<file path="src/rtl/sorted_stream_reader_pkg.sv">
// sorted_stream_reader_pkg: shared defaults, FSM encoding and order rule for the sorted stream reader
package sorted_stream_reader_pkg;
    localparam int DATA_W_DEF = 32;
    localparam int DEPTH_DEF  = 16;
    typedef enum logic [1:0] {
        S_IDLE   = 2'd0,
        S_STREAM = 2'd1,
        S_DONE   = 2'd2
    } state_t;
    function automatic logic order_bad(input logic ascending, input logic prev_gt, input logic prev_lt);
        return ascending ? prev_gt : prev_lt;
    endfunction
endpackage

</file>
<file path="src/rtl/sorted_stream_reader_if.sv">
// sorted_stream_reader_if: valid/ready stream port carrying one sorted word per beat
interface sorted_stream_reader_if
    import sorted_stream_reader_pkg::*;
#(
    parameter int DATA_W = DATA_W_DEF,
    parameter int IDX_W  = $clog2(DEPTH_DEF)
);
    logic [DATA_W-1:0] out_data;
    logic              out_valid;
    logic              out_ready;
    logic              out_last;
    logic [IDX_W-1:0]  out_idx;
    modport master(output out_data, out_valid, out_last, out_idx, input out_ready);
    modport slave(input out_data, out_valid, out_last, out_idx, output out_ready);
endinterface

</file>
<file path="src/rtl/sorted_stream_reader_checker.sv">
// sorted_stream_reader_checker: compares each accepted beat against the previous one, sticky error flag
module sorted_stream_reader_checker
    import sorted_stream_reader_pkg::*;
#(
    parameter int DATA_W    = DATA_W_DEF,
    parameter bit ASCENDING = 1'b1
) (
    input  logic              clk,
    input  logic              rst,
    input  logic              clr,
    input  logic              beat,
    input  logic              first,
    input  logic [DATA_W-1:0] data,
    output logic              err
);
    logic [DATA_W-1:0] prev;
    always_ff @(posedge clk) begin
        if (!rst || clr) begin
            prev <= '0;
            err  <= 1'b0;
        end else if (beat) begin
            prev <= data;
            err  <= err | (!first && order_bad(ASCENDING, prev > data, prev < data));
        end
    end
endmodule

</file>
<file path="src/rtl/sorted_stream_reader.sv">
// sorted_stream_reader: snapshots the sorter's parallel result and streams it out one word per beat
module sorted_stream_reader
    import sorted_stream_reader_pkg::*;
#(
    parameter int DATA_W    = DATA_W_DEF,
    parameter int DEPTH     = DEPTH_DEF,
    parameter bit ASCENDING = 1'b1,
    localparam int IDX_W    = $clog2(DEPTH)
) (
    input  logic                    clk,
    input  logic                    rst,
    input  logic                    en,
    input  logic [DEPTH*DATA_W-1:0] sorted_flat,
    input  logic                    snap_req,
    output logic                    busy,
    output logic                    done,
    output logic                    order_err,
    sorted_stream_reader_if.master  ob
);
    state_t            state, state_nx;
    logic [DATA_W-1:0] shadow [DEPTH];
    logic [IDX_W-1:0]  idx;
    logic              accept, beat, last;
    assign accept = (state == S_IDLE) && en && snap_req;
    assign last   = idx == IDX_W'(DEPTH - 1);
    assign beat   = ob.out_valid && ob.out_ready;
    always_ff @(posedge clk) begin
        if (!rst) begin
            state <= S_IDLE;
            idx   <= '0;
            for (int i = 0; i < DEPTH; i++) shadow[i] <= '0;
        end else begin
            state <= state_nx;
            if (accept)
                for (int i = 0; i < DEPTH; i++) shadow[i] <= sorted_flat[i*DATA_W +: DATA_W];
            // the last beat clears the index so it never wraps by overflow
            if (beat) idx <= last ? '0 : idx + 1'b1;
        end
    end
    always_comb begin
        state_nx     = state;
        ob.out_valid = state == S_STREAM;
        ob.out_data  = ob.out_valid ? shadow[idx] : '0;
        ob.out_last  = ob.out_valid && last;
        ob.out_idx   = idx;
        busy         = state != S_IDLE;
        done         = state == S_DONE;
        if (state == S_IDLE) state_nx = accept ? S_STREAM : S_IDLE;
        else if (state == S_STREAM) state_nx = (beat && last) ? S_DONE : S_STREAM;
        else state_nx = S_IDLE;
    end
    sorted_stream_reader_checker #(
        .DATA_W   (DATA_W),
        .ASCENDING(ASCENDING)
    ) u_checker (
        .clk  (clk),
        .rst  (rst),
        .clr  (accept),
        .beat (beat),
        .first(idx == '0),
        .data (ob.out_data),
        .err  (order_err)
    );
endmodule

</file>
<file path="src/flat_wrapper.sv">
// flat-port wrapper written by rule: the top's interface ports become plain ports
module sorted_stream_reader_flat import sorted_stream_reader_pkg::*;
#(
    parameter int DATA_W    = DATA_W_DEF,
    parameter int DEPTH     = DEPTH_DEF,
    parameter bit ASCENDING = 1'b1,
    localparam int IDX_W    = $clog2(DEPTH)
)
  (clk, rst, en, sorted_flat, snap_req, busy, done, order_err, ob_out_data, ob_out_valid, ob_out_last, ob_out_idx, ob_out_ready);
  sorted_stream_reader_if #(.DATA_W(DATA_W), .IDX_W(4)) ob_i ();
  input  logic clk;
  input  logic rst;
  input  logic en;
  input  logic [DEPTH*DATA_W-1:0] sorted_flat;
  input  logic snap_req;
  output logic busy;
  output logic done;
  output logic order_err;
  output wire logic [$bits(ob_i.out_data)-1:0] ob_out_data;
  output wire logic [$bits(ob_i.out_valid)-1:0] ob_out_valid;
  output wire logic [$bits(ob_i.out_last)-1:0] ob_out_last;
  output wire logic [$bits(ob_i.out_idx)-1:0] ob_out_idx;
  input wire logic [$bits(ob_i.out_ready)-1:0] ob_out_ready;
  assign ob_out_data = ob_i.out_data;
  assign ob_out_valid = ob_i.out_valid;
  assign ob_out_last = ob_i.out_last;
  assign ob_out_idx = ob_i.out_idx;
  assign ob_i.out_ready = ob_out_ready;
  sorted_stream_reader #(.DATA_W(DATA_W), .DEPTH(DEPTH), .ASCENDING(ASCENDING)) u_core (.clk(clk), .rst(rst), .en(en), .sorted_flat(sorted_flat), .snap_req(snap_req), .busy(busy), .done(done), .order_err(order_err), .ob(ob_i));
endmodule
</file>
<file path="config.mk">
export PLATFORM = sky130hd
export DESIGN_NAME = sorted_stream_reader_flat
export DESIGN_NICKNAME = d
export VERILOG_FILES = /design/src/rtl/sorted_stream_reader_pkg.sv /design/src/rtl/sorted_stream_reader_if.sv /design/src/rtl/sorted_stream_reader_checker.sv /design/src/rtl/sorted_stream_reader.sv /design/src/flat_wrapper.sv
export SDC_FILE = /design/constraint.sdc
export NUM_CORES = 1
export LEC_CHECK = 0
export BUFFER_PORTS_ARGS = -buffer_cell sky130_fd_sc_hd__clkbuf_2
export CAP_MARGIN = 30
export CORE_MARGIN = 2
export CORE_UTILIZATION = 55
export DETAILED_ROUTE_END_ITERATION = 16
export GPL_ROUTABILITY_DRIVEN = 0
export PLACE_DENSITY = 0.93
export SETUP_SLACK_MARGIN = 0.4
export SYNTH_ARGS = -nofsm -noshare
export SYNTH_HDL_FRONTEND = slang
export SYNTH_SLANG_ARGS = --single-unit
export TNS_END_PERCENT = 30
</file>
<file path="constraint.sdc">
create_clock -name clk -period 21.2 [get_ports clk]
set_input_delay 2.12 -clock clk [delete_from_list [all_inputs] [get_ports clk]]
set_output_delay 2.12 -clock clk [all_outputs]
set_load 0.01 [all_outputs]
</file>
======== After elaboration in Yosys (flattened, before gate mapping) ========
Memory sizes are Yosys's and may differ from the RTL's. A register that Yosys moved wholly into a read port is not among the register bits.
Cells that the tools add are included.
operators by class
  add/subtract/negate cells ............... 1
  mux-type cells .......................... 28
  bitwise operators ....................... 17
  reductions and logical operators ........ 12
  $lt $le $gt $ge ......................... 1
  eq/ne operators ......................... 3
operators by type and width
  operator                                                         count
  32-bit two-way mux                                               17
  32-bit > comparator                                              1
  1-bit OR                                                         17
  4-bit two-way mux                                                3
  1-bit logical AND                                                6
  2-bit two-way mux                                                3
  1-bit two-way mux                                                5
  4-bit by 1-bit adder with 4-bit output, second input constant    1
  4-bit == test, second input constant                             1
  4-bit zero test                                                  1
  2-bit by 1-bit == test with 1-bit output, second input constant  1
  2-bit == test, second input constant                             1
  1-bit zero test                                                  2
  2-bit zero test                                                  1
  2-bit nonzero test                                               1
  1-bit logical OR                                                 1
storage, ports and cells
  register bits ........................... 39
  output and inout port bits .............. 41
  RAM bits ................................ 512
  input bits .............................. 517
  memories ................................ 1
  logic and storage cells ................. 67
memory list
  memory         words  bits a word  read ports  clocked after memory_dff  write ports  line                        text
  u_core.shadow  16     32           1           1                         16           sorted_stream_reader.sv:21  logic [DATA_W-1:0] shadow [DEPTH];

======== Longest topological paths before layout ========
  depth in word-level cells ............... 7
  mapped depth ............................ 11
  gate-level depth less buffers ........... 9

======== By module ========
From an unflattened synthesis, not the netlist that was laid out.
second synthesis, totals
  cell total of the unflattened synthesis .. 1924
  area total of the unflattened synthesis .. 26003.7 µm²
by module, submodules not included
  module                        instances  area an instance (µm²)  cells an instance  seq. area each (µm²)
  sorted_stream_reader          1          24013.0                 1702               15574.9
  sorted_stream_reader_checker  1          1990.7                  222                660.6

======== Worst setup path before layout ========
OpenSTA, ideal clock, no wires.
  path type ............................... input port to flip-flop
  from .................................... in rst
  to ...................................... mem u_core.shadow[0][0] (netlist bit) (enable)
  path buffers ............................ 2
  data required time ...................... 20.125 ns
  setup time .............................. 1.075 ns
  slack ................................... 3.737 ns
  cell stages on the path ................. 3
  data arrival time ....................... 16.388 ns
  path through ............................ clkbuf_1 > nand2_1 > clkbuf_1
RTL lines
  item             line                        text
  start, declared  flat_wrapper.sv:12          input logic rst;
  end, declared    sorted_stream_reader.sv:21

==> key figures <==
Clock network
  – Post_cts resized: 0
  – Clk buf depth: 3
  – Clk sink count: 555
  – Post-CTS setup buffer count: 0
  – TritonCTS clock tree: done
  – Clock tree root buffer cell: clkbuf_16
  – H-tree levels: 2
  – CTS clk-pin slew, worst paths: 0.06 ns
  – Cts hold-fix bufs: 0
  – Cts bufs inserted: 56
  – Clock Latency Late Sink: 0.59 ns

STA
  – Fmax achieved: 0.1682 GHz
  – RSZ-0062 raised after global routing: false
  – Final setup vio count: 0
  – Slew margin rel.: 32.02%
  – Worst hold slack: 0.4575 ns
  – Worst Skew: 0.01615 ns
  – Setup_tns: 0 ns
  – Actual slew at the worst max-slew pin: 1.020 ns
  – Final hold violations: 0
  – Fin crit share: 28.04%
  – Max Slew Vio Count: 0
  – Final min period: 5.944 ns

Placed design
  – I/O Buffers: 557
  – Area post-placement: 28420 sq um
  – DP HPWL: 44890 um

Worst setup path
  – CP Buf/Inv Count: 3
  – Crit Path Class: register to output pin
  – Biggest cell delay along the critical path: 0.79 ns
  – Worst Path Max Fanout: 45
  – Critical Path End Type: output pin
  – Reg-to-Reg End: u_core.shadow[5][31]
  – Worst EP required: 19.08 ns
  – Arrival time of the worst setup path: 3.82 ns
  – Reg2reg setup slack: 16.44 ns
  – CP Launch Type: register
  – Reg2reg start: u_core.state[1]
  – Worst path top cell family by delay: multiplexers
  – Slowest cell on the critical path: buf_4
  – R2R depth: 7
  – Cells along the critical path: buf_4, mux4_1, mux4_2, nand2_1, inv_1, clkbuf_2

Floorplan
  – Chip height: 217.9 um
  – Starting Density: 55.57%
  – Ports: 558
  – Die area: 47480 sq um
  – Core box area: 45280 sq um
  – Die Span X: 217.9 um
  – # rows: 78

Synthesis
  – Register area share after synthesis: 64.52%
  – Net Count, Synth: 2157
  – Netlist Area Pre-Place: 25160 sq um
  – Synth warn: 0
  – Cells after synthesis: 1606
  – Netlist cell types: 35
  – Avg Cell Area, Syn: 15.67 sq um
  – Synth Register Bits: 555

Pwr
  – Power Total: 2509 uW
  – Worst VDD drop: 0.06754 mV
  – PwrDens: 82.60 nW/um^2
  – Leakage power: 0.01243 uW

Global routing
  – Initial antenna violation count: 5
  – Total gr overflow: 0
  – Global Route Usage Sum: 26.93%
  – Vias in the first global route: 16680
  – Pin count of the biggest net entering global routing: 139
  – First-pass GRT wire length: 95230 um

Drt
  – Drt pass-1 iters: 5
  – Vias per cell: 5.749
  – Antenna-violating nets left: 0
  – DRT Wirelength: 64780 um
  – Via count: 16004
  – Initial DRC Count: 1488
  – Routed WL per cell: 23.27 um
  – DRC violations left: 0

Layout
  – Footprint of the multi-input gates: 8317 sq um
  – Layout Nets: 2688
  – Final Cell Area: 30380 sq um
  – Register Area: 16250 sq um
  – Layout area overhead: 20.72%
  – Filler cell count: 2899
  – Share of post-route cells with drive strength above 1: 36.89%

Run status
  – Run status: completed

Worst hold path
  – Hold crit path type: register to register
  – Critical hold path startpoint: u_core.u_checker.prev[23]
  – Hold path depth: 2
  – WHS Endpoint: u_core.u_checker.prev[23]

Job
  – Max-cap violations: 0
-- final cells by class --
class | count | share of cell area [%]
sequential | 555 | 53.49
multi-input combinational | 907 | 27.38
timing repair buffer | 579 | 10.19
clock buffer | 77 | 5.174
tap | 600 | 2.471
clock inverter | 26 | 0.8073
inverter | 38 | 0.4696
antenna | 2 | 0.01648
-- worst min-delay path, delay by kind of cell, from the launching register on --
family	cells	cell delay, ns
flip-flops	1	0.31
AO/OA/AOI/OAI	1	0.05
AND/OR/NAND/NOR	1	0.05
-- sequential cells by signal, summed over array words and instances (netlist names), named ones only --
name and count:
u_core.ob.out_idx 4, u_core.shadow 512, u_core.state 2, u_core.u_checker.err 1
u_core.u_checker.prev 32
-- cells in the final DEF, fill, tap and decap left out, drive strengths merged, types with 2 or more instances in the layout --
master    count
a21o          4
a21oi        42
and2        515
and4          3
buf          23
bufinv        4
clkbuf      633
clkinv       15
clkinvlp      5
dfxtp        43
diode         2
edfxtp      512
ha           34
inv          40
mux4        160
nand2       108
nand3         5
nand4         7
nor2          8
nor2b         4
nor3          2
o21ai         2
xor2          2
-- metal layers --
metal  routed length (um)  global-route usage, %  share of wire (%)  vias to the layer above
li1                     -                      -                  -                     6969
met2                33040                  46.18                 51                      928
met3                 5585                  5.230                8.6                      169
met1                23690                  34.01                 37                     7934
met5                   29                      0              0.045                        -
met4                 2431                  10.39                3.8                        4
-- synth_stat cells --
cell	n	area share [%]
and2_1	514	13
edfxtp_1	512	61
mux4_2	130	12
nand2_1	108	1.6
clkbuf_1	75	1.1
dfxtp_1	43	3.4
a21oi_1	42	0.84
inv_1	38	0.57
ha_1	34	1.7
mux4_1	30	3.1
buf_1	11	0.16
buf_6	9	0.40
nor2_1	8	0.12
nand4_1	7	0.17
buf_2	6	0.12
buf_4	5	0.15
nand3_1	5	0.099
a21o_1	4	0.12
nor2b_1	4	0.099
and4_1	3	0.10
nor3_1	2	0.040
o21ai_0	2	0.040
xor2_1	2	0.070
a211oi_1	1	0.030
a21boi_0	1	0.030
a221o_1	1	0.040
a221oi_1	1	0.035
a31o_2	1	0.035
a31oi_1	1	0.025
and2_0	1	0.025
o2111ai_1	1	0.035
o211ai_1	1	0.030
o221a_2	1	0.045
o41a_1	1	0.045
xnor2_1	1	0.035
-- power by group --
| group | total, uW | internal, uW | switching (uW) |
|---|---|---|---|
| sequential | 1300 | 1280 | 26.0 |
| combinational | 226 | 112 | 114 |
| clock | 978 | 567 | 412 |
-- per-stage QoR --
step | instances | setup slack (ns) | util (%)
final | 2784 | 15.26 | 67.08
after global routing | 2784 | 15.05 | 67.08
after detailed placement | 2674 | 14.61 | 62.75
after global placement | 2672 | 14.89 | 62.63
after floorplan | 1606 | 3.737 | -
after CTS | 2777 | 15.13 | 66.76
-- cells by family after synthesis --
family,Yosys count,synth area share [%]
compound gates,58,1.343
xor+xnor,3,0.1044
fa+ha+maj,34,1.691
buf+inv,144,2.521
flops,555,64.52
mux,160,14.77
simple gates,652,15.05
-- worst max-delay path by stage --
stage,start,to,depth (start not counted)
after global routing,register,ob_out_data[1],6
after global placement,rst,u_core.shadow[12][7],5
after CTS,register,ob_out_data[1],6
after detailed placement,rst,u_core.shadow[13][1],5
final,register,ob_out_data[1],6
after floorplan,rst,u_core.shadow[0][0],3
(Power assumes the default switching activity.)
